$ cat src/rtl/i2c_reg_sequencer.sv
// Expands one register read/write request into START/TX/RX/STOP commands for i2c_master_single.
// Optional NACK retry is compiled in with `define I2C_SEQ_RETRY_EN.
module i2c_reg_sequencer #(
  parameter int RETRY_MAX = 3
) (
  input  logic       clk,
  input  logic       reset_n,
  input  logic       req_valid,
  output logic       req_ready,
  input  logic       req_rw,
  input  logic [6:0] req_dev,
  input  logic [7:0] req_reg,
  input  logic [7:0] req_wdata,
  output logic       rsp_valid,
  output logic       rsp_nack,
  output logic [7:0] rsp_rdata,
  output logic [1:0] m_command,
  output logic       m_start,
  output logic [7:0] m_data_w,
  output logic       m_r_ack,
  input  logic       m_w_ack,
  input  logic [7:0] m_data_r,
  input  logic       m_busy,
  output logic [2:0] dbg_state
);

  // Request handshake: a request transfers on a clock edge where req_valid && req_ready;
  // the request fields are sampled on that same edge and ignored otherwise.
  typedef enum logic [2:0] {
    S_IDLE, S_ISSUE, S_WAIT_HI, S_WAIT_LO, S_EVAL, S_DONE
  } state_t;

  localparam logic [1:0] CMD_START = 2'd0;
  localparam logic [1:0] CMD_STOP  = 2'd1;
  localparam logic [1:0] CMD_TX    = 2'd2;
  localparam logic [1:0] CMD_RX    = 2'd3;

  state_t     state_q;
  logic [2:0] step_q;
  logic       rw_q;
  logic [6:0] dev_q;
  logic [7:0] reg_q, wdata_q, rdata_q;
  logic       nack_q;
  logic       m_start_q, m_r_ack_q, rsp_valid_q, rsp_nack_q;
  logic [1:0] m_command_q;
  logic [7:0] m_data_w_q, rsp_rdata_q;

  logic [1:0] step_cmd;
  logic [7:0] step_data;
  logic       step_rack;
  logic [2:0] last_step;
  logic       retry_go;

  always_comb begin
    step_cmd  = CMD_STOP;
    step_data = 8'h00;
    step_rack = 1'b0;
    if (!rw_q) begin
      case (step_q)
        3'd0:    step_cmd = CMD_START;
        3'd1:    begin step_cmd = CMD_TX; step_data = {dev_q, 1'b0}; end
        3'd2:    begin step_cmd = CMD_TX; step_data = reg_q; end
        3'd3:    begin step_cmd = CMD_TX; step_data = wdata_q; end
        default: step_cmd = CMD_STOP;
      endcase
    end else begin
      case (step_q)
        3'd0:    step_cmd = CMD_START;
        3'd1:    begin step_cmd = CMD_TX; step_data = {dev_q, 1'b0}; end
        3'd2:    begin step_cmd = CMD_TX; step_data = reg_q; end
        3'd3:    step_cmd = CMD_START;
        3'd4:    begin step_cmd = CMD_TX; step_data = {dev_q, 1'b1}; end
        3'd5:    begin step_cmd = CMD_RX; step_rack = 1'b1; end
        default: step_cmd = CMD_STOP;
      endcase
    end
  end

  assign last_step = rw_q ? 3'd6 : 3'd4;

`ifdef I2C_SEQ_RETRY_EN
  localparam int RW = $clog2(RETRY_MAX + 1);
  logic [RW-1:0] retry_q;
  assign retry_go = nack_q && (retry_q < RW'(RETRY_MAX));
`else
  logic unused_retry_max;
  assign unused_retry_max = (RETRY_MAX > 0);
  assign retry_go = 1'b0;
`endif

  always_ff @(posedge clk or negedge reset_n) begin
    if (!reset_n) begin
      state_q     <= S_IDLE;
      step_q      <= 3'd0;
      rw_q        <= 1'b0;
      dev_q       <= 7'h00;
      reg_q       <= 8'h00;
      wdata_q     <= 8'h00;
      rdata_q     <= 8'h00;
      nack_q      <= 1'b0;
      m_start_q   <= 1'b0;
      m_command_q <= 2'd0;
      m_data_w_q  <= 8'h00;
      m_r_ack_q   <= 1'b0;
      rsp_valid_q <= 1'b0;
      rsp_nack_q  <= 1'b0;
      rsp_rdata_q <= 8'h00;
`ifdef I2C_SEQ_RETRY_EN
      retry_q     <= '0;
`endif
    end else begin
      m_start_q   <= 1'b0;
      rsp_valid_q <= 1'b0;
      case (state_q)
        S_IDLE: begin
          if (req_valid && req_ready) begin
            rw_q    <= req_rw;
            dev_q   <= req_dev;
            reg_q   <= req_reg;
            wdata_q <= req_wdata;
            rdata_q <= 8'h00;
            nack_q  <= 1'b0;
            step_q  <= 3'd0;
`ifdef I2C_SEQ_RETRY_EN
            retry_q <= '0;
`endif
            state_q <= S_ISSUE;
          end
        end
        S_ISSUE: begin
          m_start_q   <= 1'b1;
          m_command_q <= step_cmd;
          m_data_w_q  <= step_data;
          m_r_ack_q   <= step_rack;
          state_q     <= S_WAIT_HI;
        end
        S_WAIT_HI: if (m_busy) state_q <= S_WAIT_LO;
        S_WAIT_LO: if (!m_busy) state_q <= S_EVAL;
        S_EVAL: begin
          if (step_q == last_step) begin
            if (retry_go) begin
`ifdef I2C_SEQ_RETRY_EN
              retry_q <= retry_q + RW'(1);
`endif
              nack_q  <= 1'b0;
              step_q  <= 3'd0;
              state_q <= S_ISSUE;
            end else begin
              rsp_valid_q <= 1'b1;
              rsp_nack_q  <= nack_q;
              rsp_rdata_q <= nack_q ? 8'h00 : rdata_q;
              state_q     <= S_DONE;
            end
          end else if (step_cmd == CMD_TX && m_w_ack) begin
            // Abort straight to STOP so the bus is always released.
            nack_q  <= 1'b1;
            step_q  <= last_step;
            state_q <= S_ISSUE;
          end else begin
            if (step_cmd == CMD_RX) rdata_q <= m_data_r;
            step_q  <= step_q + 3'd1;
            state_q <= S_ISSUE;
          end
        end
        S_DONE:  state_q <= S_IDLE;
        default: state_q <= S_IDLE;
      endcase
    end
  end

  assign req_ready = (state_q == S_IDLE) && !m_busy;
  assign m_start   = m_start_q;
  assign m_command = m_command_q;
  assign m_data_w  = m_data_w_q;
  assign m_r_ack   = m_r_ack_q;
  assign rsp_valid = rsp_valid_q;
  assign rsp_nack  = rsp_nack_q;
  assign rsp_rdata = rsp_rdata_q;
  assign dbg_state = state_q;

endmodule

$ cat config.mk
export PLATFORM = sky130hd
export DESIGN_NAME = i2c_reg_sequencer
export DESIGN_NICKNAME = d
export VERILOG_FILES = /design/src/rtl/i2c_reg_sequencer.sv
export SDC_FILE = /design/constraint.sdc
export NUM_CORES = 1
export LEC_CHECK = 0
export BUFFER_PORTS_ARGS = -buffer_cell sky130_fd_sc_hd__buf_4
export CELL_PAD_IN_SITES_DETAIL_PLACEMENT = 1
export CELL_PAD_IN_SITES_GLOBAL_PLACEMENT = 1
export CORE_MARGIN = 2
export CORE_UTILIZATION = 37
export CTS_BUF_LIST = sky130_fd_sc_hd__clkbuf_4 sky130_fd_sc_hd__clkbuf_8 sky130_fd_sc_hd__clkbuf_16
export CTS_CLUSTER_SIZE = 10
export DETAILED_ROUTE_END_ITERATION = 8
export PLACE_DENSITY_LB_ADDON = 0.1
export SLEW_MARGIN = 20
export SYNTH_ARGS = -nofsm -noshare
export SYNTH_HDL_FRONTEND = slang
export SYNTH_SLANG_ARGS = --single-unit
$ cat constraint.sdc
create_clock -name clk -period 2 [get_ports clk]
set_clock_uncertainty 0.05 [all_clocks]
set_input_delay 0.3 -clock clk [delete_from_list [all_inputs] [get_ports clk]]
set_output_delay 0.3 -clock clk [all_outputs]
set_load 0.05 [all_outputs]
==> metrics.md, run 1 <==
| Metric | Value |
|---|---|
| R2R setup slack | 0.05 ns |
| Max Cap Viol | 0 |
| IO Pins | 63 |
| Maximum vdd drop | 0.522 mV |
| Area Overhead vs Synth | 38.2% |
| Clock latency at the later pin of the worst-skew pair | 0.34 ns |
| WL final | 7390 µm |
| Syn Area/Cell | between 10 and 15 µm² |
| Count of cell types in the netlist | 37 |
| Placed Instances | 448 |
| Grt met1 use | between 20% and 30% |
| Nets@finish | 401 |
| Number of register bits inferred by synthesis | 61 |
| Register area | 1530 µm² |
| Largest net degree at the start of global routing | 41 |
| Final period util | 97.7% |
| RSZ-0062 raised after global routing | yes |
| Multi-input gate area | about 1300 µm² |
| Worst slew margin | 61.1% |
| Slowest cell delay on critical path | about 0.55 ns |
| 1st-iter DRT viols | slightly below 50 |
| WP data required | 2.16 ns |
| Tot GR Track Use | 19.0% |
| DIE AREA | approximately 8400 µm² |
| DRT Pass-1 Iters | 4 |
| Post-DP HPWL | 5360 µm |
| Hold Crit Depth | 2 |
| Critical path's top delay family | simple AND/OR/NAND/NOR gates |
| Initial Util | 37.6% |
| CTS tree | built |
| Final Hold Fails | 0 |
| Crit path time final | about 2.0 ns |
| H-tree levels | 3 |
| Slew Viols, Final | 0 |
| Most frequent cells in the layout | 83 x buf_4, 57 x dfrtp_1, 34 x nand2_1 |
| Chip width | 91.9 µm |
| Pwr/cell area | 1540 nW/µm² |
| Antenna diode count | 0 |
| IO Port Bufs | 62 |
| R2r worst-path depth | 6 |
| Row Count | 32 |
| Reg2reg start | step_q[1] |
| Final instance area | 3950 µm² |
| CP endpoint kind | register |
| Post-route DRC | 0 |
| Final non-filler cell total | 466 |
| Setup crit start | step_q[1] |
| DP Worst Slack | -0.130 ns |
| Die Y | 91.9 µm |
| DP Area | ~3700 µm² |
| Vias | 2298 |
| Post-Syn Nets | 316 |
| Number of global-route vias before repair | between 2000 and 2500 |
| CP endpoint | step_q[1] |
| Slew @ Worst Pin | 0.580 ns |
| Via density | 4.93 |
| Worst EP arrival | between 2 and 2.5 ns |
| HP Class | in -> reg |
| Clock sink count | 61 |
| Clk root buf | clkbuf_8 |
| First-pass GRT wire length | 12400 µm |
| Leak | 1.82 nW |
| Sequential fraction of the synthesis area | between 50% and 60% |
| Layout cells sized above 1 | 39.3% |
| Achievable clock frequency | 512 MHz |
| Critical path depth in cells | 6 |
| # fillers | 864 |
| Mean routed wirelength per cell | 15.9 µm |
| Crit Path Category | reg -> reg |
| Total power | 6.11 mW |
| Yosys warning total | 0 |
| Critical Path Start Type | register |
| Grt ovf | 0 |
| Final GP Congestion | 0.779 |
| Crit path max-delay cell type | or4_4 |
| Cts bufs inserted | 9 |
| Setup ws final | approximately 0.047 ns |
| Crit path cell chain | buf_4 -> ha_2 -> or4_4 -> o221ai_4 -> nor4_1 -> a221o_1 |
| Antenna-violating nets left | 0 |
| CP Max Fanout | 5 |
| Status | complete, no violations |
| Tightest hold margin | 0.133 ns |
| # setup viols final | 0 |
| Synthesized cell area | 2860 µm² |
| Post-Synthesis Cells | 274 |
| Met3 Track Usage GR | just under 5% |
| CORE AREA | 7610 µm² |
| CP Buf/Inv Count | 1 |
| Met2 Resource Use GR | 28.6% |
| Longest Clk Path Bufs | 2 |
| Reg clk slew, reported paths | 0.08 ns |
| Most common cell after layout, fill and taps aside | buf_4 |
| Top Usage Layer GRT | met2 |
| Antenna violations before repair | 0 |
| RR Endpoint | step_q[1] |
==> state kept, by name, summed over array words and instances, names as in the netlist <==
register	cells
dbg_state	3
dev_q	7
m_command	2
m_data_w	8
m_r_ack	1
m_start	1
nack_q	1
rdata_q	8
reg_q	8
rsp_nack	1
rsp_rdata	8
rsp_valid	1
rw_q	1
step_q	3
wdata_q	8
==> worst min path at each step <==
stage | from | end | slack [ns]
floorplan | reset_n | dbg_state[0] | -0.05
global placement | reset_n | rsp_rdata[3] | 0.18
detailed placement | reset_n | rsp_rdata[3] | 0.18
CTS | req_wdata[5] | wdata_q[5] | 0.12
global route | req_reg[2] | reg_q[2] | 0.12
finish | req_wdata[5] | wdata_q[5] | 0.13
==> repair_timing <==
item,in CTS,in global routing
pin swaps,0,2
setup endpoints to repair,6,12
endpoints found under the hold margin,21,0
cloned,0,0
resized for setup,2,4
hold buffers,1,0
buffers inserted,0,2
==> cell families (layout without fill, tap and decap cells) <==
logic type / after synthesis / count (layout) / share of synthesized area [%]
mux: 33 / 33 / 12.6
simple gates: 88 / 88 / 14.8
buf+inv: 29 / 119 / 3.94
flops: 61 / 61 / 53.4
fa+ha+maj: 5 / 5 / 2.19
xor+xnor: 1 / 1 / 0.306
compound gates: 57 / 57 / 12.7
==> worst register-to-register path, stage by stage, from the launching register on <==
cell and delay [ns]:
dfrtp_2 0.43, buf_4 0.14, ha_2 0.18, or4_4 0.55, o221ai_4 0.12, nor4_1 0.10
a221o_1 0.27
==> synthesized netlist by cell type <==
cell type	instances	share of area, %
a2111o_1	1	0.39
a21oi_1	3	0.53
a221o_1	1	0.35
a221oi_1	7	2.1
a22o_1	1	0.31
a22oi_1	7	1.8
a32o_1	1	0.35
and2_1	1	0.22
buf_1	1	0.13
buf_2	3	0.53
clkbuf_1	9	1.2
clkinv_1	1	0.13
dfrtp_1	61	53
ha_1	5	2.2
inv_1	15	2.0
mux2_2	25	9.8
mux2i_1	8	2.8
nand2_1	34	4.5
nand2b_1	10	2.2
nand3_1	9	1.6
nand3b_1	2	0.53
nand4_1	1	0.22
nor2_1	19	2.5
nor2b_1	2	0.44
nor3_1	4	0.70
nor3_4	1	0.57
nor3b_1	1	0.26
nor4_1	1	0.22
nor4_2	1	0.44
o21a_1	1	0.26
o21ai_0	31	5.4
o221ai_1	1	0.31
o2bb2ai_1	1	0.31
o31ai_1	2	0.53
or2_2	1	0.22
or4_1	1	0.26
xnor2_1	1	0.31
==> layer usage <==
layer	vias to the layer above	part of all wire (%)
li1	1123	-
met1	1118	49
met2	52	45
met3	5	4.3
met4	0	0.96
met5	-	0
==> through the flow <==
| stage | utilization [%] | setup TNS [ns] |
|---|---|---|
| floorplan | - | -5.37 |
| global placement | 48.9 | 0 |
| detailed placement | 48.9 | -0.299 |
| CTS | 51.7 | 0 |
| global route | 52.0 | -0.0279 |
| finish | 52.0 | 0 |
==> power breakdown <==
group	internal (mW)	switching, mW	leakage, nW
Clock	0.581	0.491	0.101
Sequential	1.70	0.382	0.774
Combinational	1.27	1.68	0.942
==> final cells by class <==
class	count	area share, %
Clock buffer	13	4.53
Clock inverter	3	0.443
Inverter	16	1.52
Multi-Input combinational cell	184	34.0
Sequential cell	61	38.7
Tap cell	102	3.23
Timing Repair Buffer	87	17.5
No activity file was read; power rests on OpenSTA's default activity.
==> run 2, diff against run 1 <==
GPL_TIMING_DRIVEN = 0   (was unset)
==> run 2 against run 1 <==
  * The flow now finishes with violations (hold timing, setup timing)
  * Clock power is 18% higher
  * Hold slack worse by 0.15 ns
  * Cell count is 0.64% lower
  * Combinational power is 7.8% higher
  * Global-route usage hardly changed
  * Maximum frequency is 4.4% lower
  * Sequential cell count stayed put
  * Via count is 3.4% higher
  * Sequential share of layout area is 1.0 points lower
  * Die area stayed put
  * Largest cell class unchanged
==> metrics.md, run 2 (synthesis gave the netlist of run 1 again) <==
| Metric | Value |
|---|---|
| Die Y | 91.9 µm (unchanged) |
| Final period util | 102% (+4.5 points) |
| Cts bufs inserted | 9 (unchanged) |
| Largest net degree at the start of global routing | 62 (+51%) |
| RSZ-0062 raised after global routing | yes |
| Post-route DRC | 0 (unchanged) |
| Failing checks | hold timing, setup timing |
| Nets@finish | 398 (-0.75%) |
| CTS tree | built |
| Antenna diode count | 0 (unchanged) |
| Max Cap Viol | 0 (unchanged) |
| Via density | 5.13 (+4.0%) |
| Initial Util | 37.6% (unchanged) |
| Layout cells sized above 1 | 41.3% (+2.0 points) |
| Worst EP arrival | 2.22 ns (+0.10 ns) |
| Final Hold Fails | 36 (+36) |
| # setup viols final | 5 (+5) |
| Clock sink count | 61 (unchanged) |
| Worst slew margin | 49.0% (-12 points) |
| HP Class | in -> async |
| Antenna violations before repair | 0 (unchanged) |
| CP Max Fanout | 5 (unchanged) |
| Setup ws final | -0.0437 ns (-0.0907 ns) |
| Reg2reg start | step_q[1] |
| Most common cell after layout, fill and taps aside | buf_4 |
| Total power | 6.56 mW (+7.5%) |
| Slowest cell delay on critical path | 0.45 ns (-0.10 ns) |
| Placed Instances | 438 (-2.2%) |
| Maximum vdd drop | 0.601 mV (+15%) |
| Pwr/cell area | 1620 nW/µm² (+4.6%) |
| Crit path time final | 2.04 ns (+0.0907 ns) |
| Setup crit start | step_q[1] |
| Critical Path Start Type | register |
| Hold buffer count at CTS | 0 (-1) |
| Mean routed wirelength per cell | 16.8 µm (+5.7%) |
| Antenna-violating nets left | 0 (unchanged) |
| 1st-iter DRT viols | 100 (+100%) |
| First-pass GRT wire length | 12600 µm (+0.95%) |
| WP data required | 2.17 ns (about the same) |
| Flop pwr share | 32.3% (-1.9 points) |
| Chip width | 91.9 µm (unchanged) |
| IO Port Bufs | 62 (unchanged) |
| Area Overhead vs Synth | 42.1% |
| Reg clk slew, reported paths | 0.07 ns (about the same) |
| Critical path's top delay family | simple AND/OR/NAND/NOR gates |
| CORE AREA | 7610 µm² (unchanged) |
| IO Pins | 63 (unchanged) |
| NetSw | 2.77 mW (+8.8%) |
| Final non-filler cell total | 463 (-0.64%) |
| Internal power | 3.79 mW (+6.5%) |
| CP Buf/Inv Count | 1 (unchanged) |
| Tightest hold margin | -0.0166 ns (-0.149 ns) |
| Most frequent cells in the layout | 71 x buf_4, 56 x dfrtp_1, 34 x nand2_1 |
| DP Worst Slack | -0.555 ns (-0.425 ns) |
| Crit path cell chain | inv_1 -> ha_1 -> nor3b_1 -> o21ai_0 -> or2_4 -> a221o_1 |
| Slew Viols, Final | 0 (unchanged) |
| Switching share of power | 42.2% (+0.50 points) |
| Slew @ Worst Pin | 0.765 ns (+0.185 ns) |
| Grt ovf | 0 (unchanged) |
| H-tree levels | 3 (unchanged) |
| WL final | 7760 µm (+5.0%) |
| Achievable clock frequency | 489 MHz (-4.4%) |
| Leak | 1.83 nW (+0.66%) |
| Number of global-route vias before repair | 2521 (+5.0%) |
| Clock latency at the later pin of the worst-skew pair | 0.34 ns (about the same) |
| Layout Utilization | 53.4% (+1.4 points) |
| Vias | 2375 (+3.4%) |
| Crit Path Category | reg -> reg |
| Clock power share | 19.2% (+1.6 points) |
| DIE AREA | 8450 µm² (unchanged) |
| Comb pwr share | 48.5% (+0.2 points) |
| DRT Pass-1 Iters | 4 (unchanged) |
| Post-DP HPWL | 5240 µm (-2.3%) |
| Status | finished, violations left |
| Clk root buf | clkbuf_8 |
| CP endpoint kind | register |
| # fillers | 857 (-0.81%) |
| Final GP Congestion | 0.776 (-0.33%) |
| Longest Clk Path Bufs | 2 (unchanged) |
| Crit path max-delay cell type | dfrtp_2 |
| Row Count | 32 (unchanged) |
| Tot GR Track Use | 19.0% (+0.020 points) |
## run 2: cell count changes in the layout (fill, tap and decap cells not counted), moves of 3 or more
| cell | before | now |
|---|---|---|
| buf_4 | 83 | 71 |
| a221oi_1 | 6 | 2 |
| a221oi_2 | 1 | 4 |
| buf_6 | 0 | 3 |
| clkbuf_2 | 0 | 3 |
## run 2: worst register-to-register path, cell delays in order, from the launching register on
cell,delay (ns)
dfrtp_2,0.45
inv_1,0.08
ha_1,0.24
nor3b_1,0.26
o21ai_0,0.23
or2_4,0.32
a221o_1,0.30
## run 2: metrics by stage
stage / cell area, µm² / setup TNS [ns] / hold WS (ns)
2_1_floorplan: 3000 / -5.37 / -0.0456
3_3_place_gp: 3600 / -7.34 / 0.385
3_5_place_dp: 3600 / -8.71 / 0.376
4_1_cts: 3950 / -0.00356 / 0.00753
5_1_grt: 4060 / -0.946 / 0.0358
6_report: 4060 / -0.0731 / -0.0166
## run 2: routing by layer
metal / part of all wire, % / track usage [%] / routed length (µm) / vias up
met5: 0 / 0 / 0 / -
met3: 3.9 / 3.94 / 306 / 8
met2: 49 / 29.8 / 3780 / 59
met1: 46 / 26.2 / 3560 / 1186
li1: - / - / - / 1122
met4: 1.4 / 6.72 / 106 / 0
## run 2: area by class of cell
cell class,instances,area (µm²),share of cell area [%]
Buffer,12,100,2.46
Clock buffer,11,145,3.57
Clock inverter,5,83.8,2.06
Inverter,16,60.1,1.48
Multi-Input combinational cell,184,1460,35.8
Sequential cell,61,1530,37.7
Tap cell,102,128,3.14
Timing Repair Buffer,72,557,13.7
## run 2: timing repair
item / 4_1_cts / 5_1_grt
cloned: 0 / 0
pin swaps: 5 / 7
resized for setup: 17 / 18
buffers inserted: 7 / 4
endpoints found under the setup margin: 29 / 18
## run 2: worst paths after layout
check | depth (start not counted) | to | slack, ns
max | 6 | step_q[1] | -0.04
min | 1 | rsp_rdata[1] | -0.02
max reg2reg | 6 | step_q[1] | -0.04
min reg2reg | 2 | rsp_rdata[4] | 0.43
max in group asynchronous | 1 | step_q[0] | 1.37
min in group clk | 2 | wdata_q[5] | 0.14
## run 2: power groups by stage
stage / Clock, mW / Sequential, mW / Combinational (mW)
after floorplan: 0 / 2.53 / 1.49
after global placement: 0 / 2.12 / 2.66
after detailed placement: 0 / 2.12 / 2.73
after CTS: 1.28 / 2.11 / 2.95
after global routing: 1.34 / 2.19 / 3.44
final: 1.26 / 2.12 / 3.18
==> run 3, diff against run 2 <==
PLACE_DENSITY_LB_ADDON = 0.12   (was 0.1)
==> run 3 against run 2 <==
  * The run now ends clean
  * Combinational power is 3% lower
  * Core utilization is 0.082 points lower
  * First-iteration DRC count is 33% higher
  * Maximum frequency is 3.2% higher
  * Highest routed layer unchanged
==> metrics.md, run 3 (synthesis gave the netlist of run 1 again) <==
| Metric | Value |
|---|---|
| CP Max Fanout | 5 (unchanged) |
| Grt ovf | 0 (unchanged) |
| Area Overhead vs Synth | 41.8% |
| Tot GR Track Use | 18.5% (-0.53 points) |
| Antenna violations before repair | 0 (unchanged) |
| CORE AREA | 7610 µm² (unchanged) |
| Critical Path Start Type | register |
| HP Class | in -> reg |
| Chip width | 91.9 µm (unchanged) |
| Post-route DRC | 0 (unchanged) |
| Hold EP | rw_q |
| Max Cap Viol | 0 (unchanged) |
| Via density | 5.00 (-2.4%) |
| Reg2reg start | step_q[1] |
| Post-DP HPWL | 5010 µm (-4.3%) |
| CP endpoint kind | register |
| Final GP Congestion | 0.764 (-1.6%) |
| HP Start | req_rw |
| Crit path time final | 1.98 ns (-0.0631 ns) |
| Final instance area | 4060 µm² (-0.15%) |
| R2r worst-path depth | 6 (unchanged) |
| Antenna diode count | 0 (unchanged) |
| Crit Path Category | reg -> reg |
| Pwr/cell area | 1550 nW/µm² (-4.0%) |
| Multi-input gate area | 1430 µm² (-1.7%) |
| Most common cell after layout, fill and taps aside | buf_4 |
| Setup ws final | 0.0194 ns (+0.0631 ns) |
| Reg clk slew, reported paths | 0.07 ns (about the same) |
| DP Area | 3600 µm² (unchanged) |
| IO Port Bufs | 62 (unchanged) |
| # setup viols final | 0 (-5) |
| H-tree levels | 3 (unchanged) |
| Layout cells sized above 1 | 42.2% (+0.96 points) |
| Worst EP arrival | 2.16 ns (-0.06 ns) |
| Mean routed wirelength per cell | 15.6 µm (-6.8%) |
| Post-Route Setup TNS | 0 ns (+0.0731 ns) |
| IO Pins | 63 (unchanged) |
| Nets@finish | 404 (+1.5%) |
| Tightest hold margin | 0.115 ns (+0.132 ns) |
| Clock sink count | 61 (unchanged) |
| DIE AREA | 8450 µm² (unchanged) |
| Slew Viols, Final | 0 (unchanged) |
| Final non-filler cell total | 469 (+1.3%) |
| Slew @ Worst Pin | 0.769 ns (+0.00394 ns) |
| Row Count | 32 (unchanged) |
| Total power | 6.29 mW (-4.1%) |
| Antenna-violating nets left | 0 (unchanged) |
| Leak | 1.84 nW (+0.69%) |
| Achievable clock frequency | 505 MHz (+3.2%) |
| Status | complete, no violations |
| Number of global-route vias before repair | 2360 (-6.4%) |
| CTS tree | built |
| Maximum vdd drop | 0.589 mV (-2.0%) |
| # fillers | 853 (-0.47%) |
| WL final | 7320 µm (-5.6%) |
| Cts bufs inserted | 9 (unchanged) |
| Clk root buf | clkbuf_8 |
| Longest Clk Path Bufs | 2 (unchanged) |
| WP data required | 2.18 ns (about the same) |
| 1st-iter DRT viols | 133 (+33%) |
| RSZ-0062 raised after global routing | yes |
| Register area | 1530 µm² (about the same) |
| Most frequent cells in the layout | 74 x buf_4, 55 x dfrtp_1, 34 x nand2_1 |
| Placed Instances | 438 (unchanged) |
| DP Worst Slack | -0.557 ns (-0.00259 ns) |
| Hold Crit Depth | 3 |
| Final Hold Fails | 0 (-100%) |
| Die Y | 91.9 µm (unchanged) |
| Final period util | 99.0% (-3.2 points) |
| R2R setup slack | 0.02 ns (+0.06 ns) |
| Clock latency at the later pin of the worst-skew pair | 0.34 ns (about the same) |
| Worst slew margin | 48.7% (-0.26 points) |
| Layout Utilization | 53.3% (-0.082 points) |
| Initial Util | 37.6% (unchanged) |
| Vias | 2347 (-1.2%) |
| First-pass GRT wire length | 12100 µm (-3.4%) |
| DRT Pass-1 Iters | 4 (unchanged) |
| Largest net degree at the start of global routing | 62 (unchanged) |
| RR Endpoint | step_q[1] |
[run 3: cell types whose count changed in the layout (fill, tap and decap cells not counted), moves of 2 or more]
cell,before,now
buf_4,71,74
buf_6,3,5
clkinv_2,0,2
o21ai_0,27,29
o21ai_1,3,1
[run 3: layout make-up]
type	instances	share of cell area, %
repair buffers	79	15.3
well taps	102	3.15
clock buffers	10	3.39
inverters	16	1.48
plain buffers	11	2.07
clock inverters	6	1.54
flip-flops and latches	61	37.8
multi-input cells	184	35.3
[run 3: report_power, final]
group / total, mW / switching [mW] / internal, mW
sequential: 2.11 / 0.404 / 1.71
clock: 1.12 / 0.511 / 0.604
combinational: 3.07 / 1.74 / 1.33
[run 3: worst max path at each step]
stage | end | from
after floorplan | dev_q[0] | dbg_state[0]
after global placement | m_data_w[3] | step_q[1]
after detailed placement | m_data_w[3] | step_q[1]
after CTS | rdata_q[1] | step_q[0]
after global routing | step_q[1] | step_q[1]
final | step_q[1] | step_q[1]
[run 3: routing by layer]
metal	vias to the layer above	global-route usage, %	wire [µm]
li1	1141	-	-
met1	1141	26.5	3560
met2	54	27.6	3330
met3	11	2.88	280
met4	0	8.58	146
met5	-	0	0
[run 3: critical path, stage by stage, from the launching register on]
cell and delay [ns]:
dfrtp_2 0.45, ha_4 0.18, ha_4 0.15, or4_4 0.54
o221ai_4 0.12, nor4_1 0.10, a221o_1 0.26
[run 3: repair_timing]
action,4_1_cts,5_1_grt
hold buffers,1,0
pin swaps,3,9
setup endpoints to repair,28,21
setup buffers,5,13
hold endpoints to repair,4,0
resized for setup,10,25
